===== config.mk =====
export PLATFORM = sky130hd
export DESIGN_NAME = id_decode_pipe_flat
export DESIGN_NICKNAME = d
export VERILOG_FILES = /design/src/rtl/id_decode_pipe_if.sv /design/src/rtl/id_decode_pipe.sv /design/src/flat_wrapper.sv
export SDC_FILE = /design/constraint.sdc
export NUM_CORES = 1
export LEC_CHECK = 0
export ABC_AREA = 1
export CAP_MARGIN = 20
export CORE_MARGIN = 4
export CORE_UTILIZATION = 33
export CTS_CLUSTER_DIAMETER = 150
export DETAILED_ROUTE_END_ITERATION = 7
export PLACE_DENSITY_LB_ADDON = 0.1
export SYNTH_ARGS = -nofsm -noshare
export SYNTH_HDL_FRONTEND = slang
export SYNTH_SLANG_ARGS = --single-unit

===== constraint.sdc =====
create_clock -name clk -period 3.7 [get_ports clk]
set_input_delay 0.74 -clock clk [delete_from_list [all_inputs] [get_ports clk]]
set_output_delay 0.74 -clock clk [all_outputs]
set_load 0.01 [all_outputs]

===== src/rtl/id_decode_pipe_if.sv =====
// id_decode_pipe_if: bundles the fetch, register-file, write-back and
// execute-side signals of the RV32I decode stage.
// The slave modport is the decode stage's view; master is the environment's.
interface id_decode_pipe_if #(
    parameter int XLEN = 32
);
    // Fetch side
    logic             if_valid_i;
    logic [31:0]      if_instr_i;
    logic [XLEN-1:0]  if_pc_i;
    logic             id_ready_o;

    // Register file read port
    logic [4:0]       rf_rs1_addr_o;
    logic [4:0]       rf_rs2_addr_o;
    logic [XLEN-1:0]  rf_rs1_data_i;
    logic [XLEN-1:0]  rf_rs2_data_i;

    // Write-back snoop
    logic             wb_en_i;
    logic [4:0]       wb_addr_i;
    logic [XLEN-1:0]  wb_data_i;

    // Execute side
    logic             ex_ready_i;
    logic             ex_flush_i;
    logic             ex_valid_o;
    logic [XLEN-1:0]  ex_pc_o;
    logic [XLEN-1:0]  ex_rs1_data_o;
    logic [XLEN-1:0]  ex_rs2_data_o;
    logic [XLEN-1:0]  ex_imm_o;
    logic [4:0]       ex_rs1_addr_o;
    logic [4:0]       ex_rs2_addr_o;
    logic [4:0]       ex_rd_addr_o;
    logic [3:0]       ex_funct_o;
    logic             ex_branch_o;
    logic             ex_jump_o;
    logic             ex_memread_o;
    logic             ex_memtoreg_o;
    logic             ex_memwrite_o;
    logic             ex_regwrite_o;
    logic             ex_illegal_o;

    modport slave (
        input  if_valid_i, if_instr_i, if_pc_i,
        output id_ready_o,
        output rf_rs1_addr_o, rf_rs2_addr_o,
        input  rf_rs1_data_i, rf_rs2_data_i,
        input  wb_en_i, wb_addr_i, wb_data_i,
        input  ex_ready_i, ex_flush_i,
        output ex_valid_o, ex_pc_o, ex_rs1_data_o, ex_rs2_data_o, ex_imm_o,
        output ex_rs1_addr_o, ex_rs2_addr_o, ex_rd_addr_o, ex_funct_o,
        output ex_branch_o, ex_jump_o, ex_memread_o, ex_memtoreg_o,
        output ex_memwrite_o, ex_regwrite_o, ex_illegal_o
    );

    modport master (
        output if_valid_i, if_instr_i, if_pc_i,
        input  id_ready_o,
        input  rf_rs1_addr_o, rf_rs2_addr_o,
        output rf_rs1_data_i, rf_rs2_data_i,
        output wb_en_i, wb_addr_i, wb_data_i,
        output ex_ready_i, ex_flush_i,
        input  ex_valid_o, ex_pc_o, ex_rs1_data_o, ex_rs2_data_o, ex_imm_o,
        input  ex_rs1_addr_o, ex_rs2_addr_o, ex_rd_addr_o, ex_funct_o,
        input  ex_branch_o, ex_jump_o, ex_memread_o, ex_memtoreg_o,
        input  ex_memwrite_o, ex_regwrite_o, ex_illegal_o
    );
endinterface


===== src/rtl/id_decode_pipe.sv =====
// id_decode_pipe: pipelined RV32I decode stage. Decodes one fetch word per
// cycle, reads the register file, optionally bypasses same-cycle write-back
// data and registers everything into the ID/EX register with valid/ready
// flow control and branch flush.
// Optional feature macro: ID_LOAD_USE_INTERLOCK_EN enables load-use hazard
// detection with a one-cycle bubble; without it hazard is tied to 0.
module id_decode_pipe #(
    parameter int XLEN      = 32,
    parameter bit WB_BYPASS = 1'b1
) (
    input  logic           clk,
    input  logic           rst_n,
    id_decode_pipe_if.slave bus
);

    typedef enum logic [3:0] {
        CLS_R,
        CLS_I,
        CLS_IL,
        CLS_S,
        CLS_B,
        CLS_J,
        CLS_JR,
        CLS_U,
        CLS_UPC,
        CLS_ILLEGAL
    } instr_class_e;

    typedef struct packed {
        logic            valid;
        logic [XLEN-1:0] pc;
        logic [XLEN-1:0] rs1_data;
        logic [XLEN-1:0] rs2_data;
        logic [XLEN-1:0] imm;
        logic [4:0]      rs1_addr;
        logic [4:0]      rs2_addr;
        logic [4:0]      rd_addr;
        logic [3:0]      funct;
        logic            branch;
        logic            jump;
        logic            memread;
        logic            memtoreg;
        logic            memwrite;
        logic            regwrite;
        logic            illegal;
    } idex_t;

    logic [31:0]  instr;
    logic [6:0]   opcode;
    logic [2:0]   funct3;
    logic [4:0]   rs1_idx;
    logic [4:0]   rs2_idx;
    logic [4:0]   rd_idx;
    instr_class_e cls;

    logic         uses_rs1;
    logic         uses_rs2;
    logic         writes_rd;
    logic [3:0]   funct;
    logic [31:0]  imm32;
    logic [31:0]  imm_i;
    logic [31:0]  imm_s;
    logic [31:0]  imm_b;
    logic [31:0]  imm_u;
    logic [31:0]  imm_j;

    logic         bypass_rs1;
    logic         bypass_rs2;
    logic         hazard;
    logic         adv;

    idex_t        dec;
    idex_t        idex_d;
    idex_t        idex_q;

    assign instr   = bus.if_instr_i;
    assign opcode  = instr[6:0];
    assign funct3  = instr[14:12];
    assign rd_idx  = instr[11:7];
    assign rs1_idx = instr[19:15];
    assign rs2_idx = instr[24:20];

    // The register file is read with the raw index fields every cycle.
    assign bus.rf_rs1_addr_o = rs1_idx;
    assign bus.rf_rs2_addr_o = rs2_idx;

    // Raw RV32I immediate formats, all sign-extended from instr[31].
    assign imm_i = {{20{instr[31]}}, instr[31:20]};
    assign imm_s = {{20{instr[31]}}, instr[31:25], instr[11:7]};
    assign imm_b = {{20{instr[31]}}, instr[7], instr[30:25], instr[11:8], 1'b0};
    assign imm_u = {instr[31:12], 12'b0};
    assign imm_j = {{12{instr[31]}}, instr[19:12], instr[20], instr[30:21], 1'b0};

    // Classify the opcode; anything not in the supported set is illegal.
    always_comb begin
        cls = CLS_ILLEGAL;
        case (opcode)
            7'b0110011: cls = CLS_R;
            7'b0010011: cls = CLS_I;
            7'b0000011: cls = CLS_IL;
            7'b0100011: cls = CLS_S;
            7'b1100011: cls = CLS_B;
            7'b1101111: cls = CLS_J;
            7'b1100111: cls = CLS_JR;
            7'b0110111: cls = CLS_U;
            7'b0010111: cls = CLS_UPC;
            default:    cls = CLS_ILLEGAL;
        endcase
    end

    // Per-class register usage, immediate format and funct field.
    always_comb begin
        uses_rs1  = 1'b0;
        uses_rs2  = 1'b0;
        writes_rd = 1'b0;
        imm32     = '0;
        funct     = {1'b0, funct3};
        case (cls)
            CLS_R: begin
                uses_rs1  = 1'b1;
                uses_rs2  = 1'b1;
                writes_rd = 1'b1;
                funct     = {instr[30], funct3};
            end
            CLS_I: begin
                uses_rs1  = 1'b1;
                writes_rd = 1'b1;
                imm32     = imm_i;
                if (funct3 == 3'b101) begin
                    funct = {instr[30], funct3};
                end
            end
            CLS_IL: begin
                uses_rs1  = 1'b1;
                writes_rd = 1'b1;
                imm32     = imm_i;
            end
            CLS_S: begin
                uses_rs1  = 1'b1;
                uses_rs2  = 1'b1;
                imm32     = imm_s;
            end
            CLS_B: begin
                uses_rs1  = 1'b1;
                uses_rs2  = 1'b1;
                imm32     = imm_b;
            end
            CLS_J: begin
                writes_rd = 1'b1;
                imm32     = imm_j;
            end
            CLS_JR: begin
                uses_rs1  = 1'b1;
                writes_rd = 1'b1;
                imm32     = imm_i;
            end
            CLS_U, CLS_UPC: begin
                writes_rd = 1'b1;
                imm32     = imm_u;
            end
            default: begin
                funct = {1'b0, funct3};
            end
        endcase
    end

    // Write-back data wins over the register file when it targets a used,
    // non-zero source index in the same cycle.
    always_comb begin
        bypass_rs1 = WB_BYPASS && bus.wb_en_i && (bus.wb_addr_i != 5'd0) &&
                     (bus.wb_addr_i == rs1_idx);
        bypass_rs2 = WB_BYPASS && bus.wb_en_i && (bus.wb_addr_i != 5'd0) &&
                     (bus.wb_addr_i == rs2_idx);
    end

    // Assemble the ID/EX entry the current fetch word would produce.
    always_comb begin
        dec          = '0;
        dec.valid    = 1'b1;
        dec.pc       = bus.if_pc_i;
        dec.rs1_addr = uses_rs1 ? rs1_idx : 5'd0;
        dec.rs2_addr = uses_rs2 ? rs2_idx : 5'd0;
        dec.rd_addr  = writes_rd ? rd_idx : 5'd0;
        if (uses_rs1) begin
            dec.rs1_data = bypass_rs1 ? bus.wb_data_i : bus.rf_rs1_data_i;
        end
        if (uses_rs2) begin
            dec.rs2_data = bypass_rs2 ? bus.wb_data_i : bus.rf_rs2_data_i;
        end
        dec.imm      = XLEN'($signed(imm32));
        dec.funct    = funct;
        dec.regwrite = writes_rd && (rd_idx != 5'd0);
        dec.memread  = (cls == CLS_IL);
        dec.memtoreg = (cls == CLS_IL);
        dec.memwrite = (cls == CLS_S);
        dec.branch   = (cls == CLS_B);
        dec.jump     = (cls == CLS_J) || (cls == CLS_JR);
        dec.illegal  = (cls == CLS_ILLEGAL);
    end

`ifdef ID_LOAD_USE_INTERLOCK_EN
    // A load in ID/EX whose destination feeds the fetch word forces a bubble.
    always_comb begin
        hazard = idex_q.valid && idex_q.memread && (idex_q.rd_addr != 5'd0) &&
                 ((uses_rs1 && (idex_q.rd_addr == rs1_idx)) ||
                  (uses_rs2 && (idex_q.rd_addr == rs2_idx)));
    end
`else
    // Without the interlock, software is responsible for load-use spacing.
    always_comb begin
        hazard = 1'b0;
    end
`endif

    assign adv            = !idex_q.valid || bus.ex_ready_i;
    assign bus.id_ready_o = bus.ex_flush_i || (adv && !hazard);

    // Next ID/EX content: flush beats stall beats bubble beats load.
    always_comb begin
        idex_d = idex_q;
        if (bus.ex_flush_i) begin
            idex_d = '0;
        end else if (!adv) begin
            idex_d = idex_q;
        end else if (hazard) begin
            idex_d = '0;
        end else if (bus.if_valid_i) begin
            idex_d = dec;
        end else begin
            idex_d = '0;
        end
    end

    // ID/EX pipeline register with synchronous active-low reset.
    always_ff @(posedge clk) begin
        if (!rst_n) begin
            idex_q <= '0;
        end else begin
            idex_q <= idex_d;
        end
    end

    assign bus.ex_valid_o    = idex_q.valid;
    assign bus.ex_pc_o       = idex_q.pc;
    assign bus.ex_rs1_data_o = idex_q.rs1_data;
    assign bus.ex_rs2_data_o = idex_q.rs2_data;
    assign bus.ex_imm_o      = idex_q.imm;
    assign bus.ex_rs1_addr_o = idex_q.rs1_addr;
    assign bus.ex_rs2_addr_o = idex_q.rs2_addr;
    assign bus.ex_rd_addr_o  = idex_q.rd_addr;
    assign bus.ex_funct_o    = idex_q.funct;
    assign bus.ex_branch_o   = idex_q.branch;
    assign bus.ex_jump_o     = idex_q.jump;
    assign bus.ex_memread_o  = idex_q.memread;
    assign bus.ex_memtoreg_o = idex_q.memtoreg;
    assign bus.ex_memwrite_o = idex_q.memwrite;
    assign bus.ex_regwrite_o = idex_q.regwrite;
    assign bus.ex_illegal_o  = idex_q.illegal;

endmodule


===== src/flat_wrapper.sv =====
// flat-port wrapper written by rule: the top's interface ports become plain ports
module id_decode_pipe_flat 
#(
    parameter int XLEN      = 32,
    parameter bit WB_BYPASS = 1'b1
)
  (clk, rst_n, bus_if_valid_i, bus_if_instr_i, bus_if_pc_i, bus_id_ready_o, bus_rf_rs1_addr_o, bus_rf_rs2_addr_o, bus_rf_rs1_data_i, bus_rf_rs2_data_i, bus_wb_en_i, bus_wb_addr_i, bus_wb_data_i, bus_ex_ready_i, bus_ex_flush_i, bus_ex_valid_o, bus_ex_pc_o, bus_ex_rs1_data_o, bus_ex_rs2_data_o, bus_ex_imm_o, bus_ex_rs1_addr_o, bus_ex_rs2_addr_o, bus_ex_rd_addr_o, bus_ex_funct_o, bus_ex_branch_o, bus_ex_jump_o, bus_ex_memread_o, bus_ex_memtoreg_o, bus_ex_memwrite_o, bus_ex_regwrite_o, bus_ex_illegal_o);
  id_decode_pipe_if #(.XLEN(XLEN)) bus_i ();
  input  logic clk;
  input  logic rst_n;
  input wire logic [$bits(bus_i.if_valid_i)-1:0] bus_if_valid_i;
  input wire logic [$bits(bus_i.if_instr_i)-1:0] bus_if_instr_i;
  input wire logic [$bits(bus_i.if_pc_i)-1:0] bus_if_pc_i;
  output wire logic [$bits(bus_i.id_ready_o)-1:0] bus_id_ready_o;
  output wire logic [$bits(bus_i.rf_rs1_addr_o)-1:0] bus_rf_rs1_addr_o;
  output wire logic [$bits(bus_i.rf_rs2_addr_o)-1:0] bus_rf_rs2_addr_o;
  input wire logic [$bits(bus_i.rf_rs1_data_i)-1:0] bus_rf_rs1_data_i;
  input wire logic [$bits(bus_i.rf_rs2_data_i)-1:0] bus_rf_rs2_data_i;
  input wire logic [$bits(bus_i.wb_en_i)-1:0] bus_wb_en_i;
  input wire logic [$bits(bus_i.wb_addr_i)-1:0] bus_wb_addr_i;
  input wire logic [$bits(bus_i.wb_data_i)-1:0] bus_wb_data_i;
  input wire logic [$bits(bus_i.ex_ready_i)-1:0] bus_ex_ready_i;
  input wire logic [$bits(bus_i.ex_flush_i)-1:0] bus_ex_flush_i;
  output wire logic [$bits(bus_i.ex_valid_o)-1:0] bus_ex_valid_o;
  output wire logic [$bits(bus_i.ex_pc_o)-1:0] bus_ex_pc_o;
  output wire logic [$bits(bus_i.ex_rs1_data_o)-1:0] bus_ex_rs1_data_o;
  output wire logic [$bits(bus_i.ex_rs2_data_o)-1:0] bus_ex_rs2_data_o;
  output wire logic [$bits(bus_i.ex_imm_o)-1:0] bus_ex_imm_o;
  output wire logic [$bits(bus_i.ex_rs1_addr_o)-1:0] bus_ex_rs1_addr_o;
  output wire logic [$bits(bus_i.ex_rs2_addr_o)-1:0] bus_ex_rs2_addr_o;
  output wire logic [$bits(bus_i.ex_rd_addr_o)-1:0] bus_ex_rd_addr_o;
  output wire logic [$bits(bus_i.ex_funct_o)-1:0] bus_ex_funct_o;
  output wire logic [$bits(bus_i.ex_branch_o)-1:0] bus_ex_branch_o;
  output wire logic [$bits(bus_i.ex_jump_o)-1:0] bus_ex_jump_o;
  output wire logic [$bits(bus_i.ex_memread_o)-1:0] bus_ex_memread_o;
  output wire logic [$bits(bus_i.ex_memtoreg_o)-1:0] bus_ex_memtoreg_o;
  output wire logic [$bits(bus_i.ex_memwrite_o)-1:0] bus_ex_memwrite_o;
  output wire logic [$bits(bus_i.ex_regwrite_o)-1:0] bus_ex_regwrite_o;
  output wire logic [$bits(bus_i.ex_illegal_o)-1:0] bus_ex_illegal_o;
  assign bus_i.if_valid_i = bus_if_valid_i;
  assign bus_i.if_instr_i = bus_if_instr_i;
  assign bus_i.if_pc_i = bus_if_pc_i;
  assign bus_id_ready_o = bus_i.id_ready_o;
  assign bus_rf_rs1_addr_o = bus_i.rf_rs1_addr_o;
  assign bus_rf_rs2_addr_o = bus_i.rf_rs2_addr_o;
  assign bus_i.rf_rs1_data_i = bus_rf_rs1_data_i;
  assign bus_i.rf_rs2_data_i = bus_rf_rs2_data_i;
  assign bus_i.wb_en_i = bus_wb_en_i;
  assign bus_i.wb_addr_i = bus_wb_addr_i;
  assign bus_i.wb_data_i = bus_wb_data_i;
  assign bus_i.ex_ready_i = bus_ex_ready_i;
  assign bus_i.ex_flush_i = bus_ex_flush_i;
  assign bus_ex_valid_o = bus_i.ex_valid_o;
  assign bus_ex_pc_o = bus_i.ex_pc_o;
  assign bus_ex_rs1_data_o = bus_i.ex_rs1_data_o;
  assign bus_ex_rs2_data_o = bus_i.ex_rs2_data_o;
  assign bus_ex_imm_o = bus_i.ex_imm_o;
  assign bus_ex_rs1_addr_o = bus_i.ex_rs1_addr_o;
  assign bus_ex_rs2_addr_o = bus_i.ex_rs2_addr_o;
  assign bus_ex_rd_addr_o = bus_i.ex_rd_addr_o;
  assign bus_ex_funct_o = bus_i.ex_funct_o;
  assign bus_ex_branch_o = bus_i.ex_branch_o;
  assign bus_ex_jump_o = bus_i.ex_jump_o;
  assign bus_ex_memread_o = bus_i.ex_memread_o;
  assign bus_ex_memtoreg_o = bus_i.ex_memtoreg_o;
  assign bus_ex_memwrite_o = bus_i.ex_memwrite_o;
  assign bus_ex_regwrite_o = bus_i.ex_regwrite_o;
  assign bus_ex_illegal_o = bus_i.ex_illegal_o;
  id_decode_pipe #(.XLEN(XLEN), .WB_BYPASS(WB_BYPASS)) u_core (.clk(clk), .rst_n(rst_n), .bus(bus_i));
endmodule

**Word level (Yosys, flattened, before mapping)**

Cells that the tools add are included.

- Input bits: 171
- Bits in registers: 155
- Logic and storage cells: 70
- Output and inout port bits: 166

- Reductions and logical operators: 17
- Equal/unequal tests: 21
- Multiplexer cells: 15
- Bitwise logic cells: 1

Operator list:

| kind | number |
|---|---|
| $pmux 32 s5 | 1 |
| $mux 155 | 1 |
| $mux 32 | 4 |
| $pmux 4 s9 | 1 |
| $eq 7x6->1 const B | 3 |
| $eq 7x7->1 const B | 3 |
| $eq 4x3->1 const B | 4 |
| $mux 5 | 3 |
| $eq 7x5->1 const B | 2 |
| $eq 5x5->1 | 2 |
| $reduce_bool 5->1 | 2 |
| $eq 4x2->1 const B | 2 |
| $eq 4x4->1 const B | 2 |
| $pmux 4 s2 | 1 |
| $eq 7x2->1 const B | 1 |
| $reduce_or 7->1 | 1 |
| $reduce_or 3->1 | 2 |
| $reduce_or 6->1 | 1 |
| $eq 4x1->1 const B | 1 |
| $logic_and 1x1->1 | 4 |
| $logic_not 4->1 | 1 |
| $mux 4 | 1 |
| $reduce_or 2->1 | 2 |
| $eq 3x3->1 const B | 1 |
| 4 further kinds | 8 |

**Depth between registers and ports, before layout**

- Depth after elaboration: 7
- Gate-level depth with buffers: 11
- Mapped depth without buffers: 10

**Least setup slack after synthesis**

Ideal clock, no wire load.

- Path kind: input -> output
- Start: in bus_ex_ready_i
- End: out bus_id_ready_o
- Slack: 1391 ps
- Stages on the path: 4
- Data arrival time: 1569 ps
- Required time: 2960 ps
- Buffers on the path: 2
- Cells stage by stage: nor2_1 clkbuf_1 clkbuf_1 nand2_1

- Cells in the longest elaborated chain, start to end: 2

RTL lines:

| item | RTL line | RTL |
|---|---|---|
| from (decl) | flat_wrapper.sv:22 | `input wire logic [$bits(bus_i.ex_ready_i)-1:0] bus_ex_ready_i;` |
| $logic_or 1x1->1 | id_decode_pipe.sv:215 | `assign adv = !idex_q.valid \|\| bus.ex_ready_i;` |
| $logic_or 1x1->1 | id_decode_pipe.sv:216 | `assign bus.id_ready_o = bus.ex_flush_i \|\| (adv && !hazard);` |
| to (decl) | flat_wrapper.sv:14 | `output wire logic [$bits(bus_i.id_ready_o)-1:0] bus_id_ready_o;` |

Every way passes these cells.

**Final worst setup path**

- Start: in bus_if_instr_i[24]
- End: out bus_rf_rs2_addr_o[4]

RTL lines:

| item | RTL line | RTL |
|---|---|---|
| from (decl) | flat_wrapper.sv:12 | `input wire logic [$bits(bus_i.if_instr_i)-1:0] bus_if_instr_i;` |
| to (decl) | flat_wrapper.sv:16 | `output wire logic [$bits(bus_i.rf_rs2_addr_o)-1:0] bus_rf_rs2_addr_o;` |

No word-level cell between the ends.

==> results.md <==
- Status: finished, final reports clean
- Clock latency on the worst-skew pair: 0.42 ns
- Global placer's final weighted congestion: 0.878
- CTS sink cnt: 154
- Pre-CTS setup slack: 0.819 ns
- Hold_buf cts: 0
- Total routed wirelength: 28,000 um
- Synth Flop Type: dfxtp_1
- Reg-to-reg endpoint: u_core.bus.ex_rs2_data_o[1]
- Setup TNS Final: 0 ns
- Top Ports: 337
- Routed len/inst: 16.7 um
- WP data arrival: 2.13 ns
- Critical path type: in -> out
- CP max stage cell: clkdlybuf4s50_1
- Async S/R FF share, synth: 0%
- Pwr dens: 365 nW/um^2
- Overflow after GRT: 0
- CP Capture Type: primary output
- CORE AREA: 21,300 sq um
- YS warnings: 0
- TritonRoute pass-1 iters: 5
- Final setup violating endpoints: 0
- Largest family of logic cells by synthesized area: simple AND/OR/NAND/NOR gates
- Clk pin slew, worst setup/hold paths: 0.06 ns
- Synth area leader: dfxtp_1
- Final Max Slew Viols: 0
- Cell variety after synth: 25
- CTS root buffer: clkbuf_16
- DR vias/cell: 4.75
- Vias in the first global route: 7,490
- Setup slack after layout: 0.825 ns
- Compound-Gate Fraction of Synth Area: 11.3%
- Initial antenna violation count: 1
- Most frequent CP cell: clkdlybuf4s50_1
- Post-synth top area share: 42.7%
- Cts bufs inserted: 17
- Area Growth Syn to Fin: 57.0%
- Htree depth: 4
- Post-synthesis mux area share: 0%
- Starting DRT DRC Count: 423
- Post-Synthesis Cells: 1,099
- Mean Syn Cell Area: 6.56 sq um
- Synthesized cell area: 7210 sq um
- Synth Area in Adders: 0%
- Tightest Pin Transition: 0.669 ns
- Setup repair bufs after CTS: 0
- Initial core utilization: 33.9%
- Number of synthesized flops with an enable pin: 0
- NumNets Final: 1,561
- Buffers added on ports: 336
- Leak: 0.00445 uW
- CTS max path bufs: 2
- CTS tree: built
- Crit path max fanout: 5
- Row Count: 53
- Worst slew margin: 55.3%
- Cts repair resizes: 0
- Reg2reg path depth: 6
- Largest incremental delay on the critical path: 0.76 ns
- Util after Layout: 53.2%
- Mapped Nets: 1,270
- Largest net degree at the start of global routing: 98
- FF+latch count, synth: 154
- Xor and xnor area share after synthesis: 0.850%
- Area contributors post-synth: dfxtp_1, nand2_1, a21oi_1
- Reg2Reg Setup Slack: 1.66 ns
- Startpoint Class: input pin
- Worst r2r src: u_core.bus.ex_valid_o
- Max cap viols: 0
- Register area share after synthesis: 42.7%
- Bufs and invs on worst path: 2
- Largest delay share family, worst path: buffers and inverters
- Total GRT Usage: 22.2%
- Post-Synth Simple-Gate Area: 34.8%
- Count of final hold-check violations: 0
- Die width: 156 um
- Maximum VDD drop: 290 uV
- Post-route antenna net violation count: 0
- Crit path from: bus_if_instr_i[24]
- Skew final: 0.00740 ns
- Crit path depth: 2
- Highest clock rate: 0.348 GHz
- Die Span Y: 156 um
- Placed Instances: 1,646
- Drc violations: 0
- Die area: 24,300 sq um
- Fin crit share: 77.7%
- Cells along the critical path: clkdlybuf4s50_1, clkdlybuf4s50_1
- Synth top cells by count: nand2_1, dfxtp_1, a21oi_1
- Cell with the most instances after synthesis: nand2_1
- Share of post-route cells with drive strength above 1: 4.28%
- Worst Setup EP: bus_rf_rs2_addr_o[4]
- CP required: 2.96 ns
- DP Wirelength: 19,900 um
- Hold slack: 0.464 ns
- Vias: 7,968
- Hold Crit Class: reg -> reg
- Non-filler cells, final: 1,678
- First-pass GRT wire length: 42,500 um
- Period minus WS final: 2.87 ns
- RSZ-0062 raised after global routing: false
cells in the final DEF, fill, tap and decap left out, types with 2 or more instances in the layout:
cell and count:
bufinv_16 5, nand2_1 433, a21oi_1 153, clkbuf_16 17, nor2_4 3, clkinv_4 2, o21ai_0 2, dfxtp_1 154
nand3_1 136, o21ai_1 2, xor2_1 4, clkinvlp_4 2, inv_6 3, clkdlybuf4s50_1 336, and3_1 2, xnor2_1 3
buf_4 14, nor2_1 24, nor3_1 2, inv_1 89, nor2_2 6
metal layers:
| metal | GRT usage (%) | wire [um] | vias up |
|---|---|---|---|
| met5 | 0 | 0 | - |
| met2 | 37.3 | 13500 | 275 |
| met3 | 7.43 | 2410 | 32 |
| met4 | 6.71 | 551 | 0 |
| li1 | - | - | 4057 |
| met1 | 26.9 | 11500 | 3604 |
worst register-to-register path, cell delays in order, from the launching register on:
cell and delay (ns):
dfxtp_1 0.34, inv_1 0.07, nor2_4 0.14, buf_4 0.49, buf_4 0.59, nand2_1 0.16
a21oi_1 0.17
where the power goes:
group | internal (uW) | switching (uW)
logic | 247 | 240
clock network | 1220 | 749
registers | 1670 | 7.27
total | 3140 | 996
sequential cells by signal, summed over array words and instances, names as in the netlist, 4 cells and up:
name / flops
u_core.bus.ex_rs2_addr_o: 5
u_core.bus.ex_pc_o: 32
u_core.bus.ex_imm_o: 32
u_core.bus.ex_rs1_data_o: 32
u_core.bus.ex_rd_addr_o: 5
u_core.bus.ex_funct_o: 4
u_core.bus.ex_rs1_addr_o: 5
u_core.bus.ex_rs2_data_o: 32
cell type report:
| cell class | count | area, sq um |
|---|---|---|
| inverters | 89 | 334 |
| multi-input cells | 777 | 3420 |
| clock inverters | 13 | 214 |
| well taps | 275 | 344 |
| fillers | 2110 | 9960 |
| clock buffers | 18 | 439 |
| flip-flops and latches | 154 | 3080 |
| repair buffers | 351 | 3490 |
| diodes | 1 | 2.50 |
cells by family (layout without fill, tap and decap cells):
kind of cell	Yosys count	count (layout)
buffers and inverters	168	471
flip-flops	154	154
AO/OA/AOI/OAI	160	160
XOR/XNOR	7	7
AND/OR/NAND/NOR	610	610
other	0	1
how the worst min path moves through the flow:
stage | startpoint | to | cells past startpoint
finish | u_core.bus.ex_imm_o[20] | u_core.bus.ex_imm_o[20] | 2
floorplan | u_core.bus.ex_branch_o | u_core.bus.ex_branch_o | 2
global route | u_core.bus.ex_regwrite_o | u_core.bus.ex_regwrite_o | 2
global placement | u_core.bus.ex_pc_o[7] | u_core.bus.ex_pc_o[7] | 2
CTS | u_core.bus.ex_rs2_data_o[4] | u_core.bus.ex_rs2_data_o[4] | 2
detailed placement | u_core.bus.ex_rs2_data_o[25] | u_core.bus.ex_rs2_data_o[25] | 2
metrics by stage:
step	instance area (sq um)	total power, uW
after floorplan	7210	1910
after global routing	11300	4280
final	11300	4140
after global placement	10700	2200
after detailed placement	10700	2200
after CTS	11300	4170
Power figures use the tool's default switching activity.
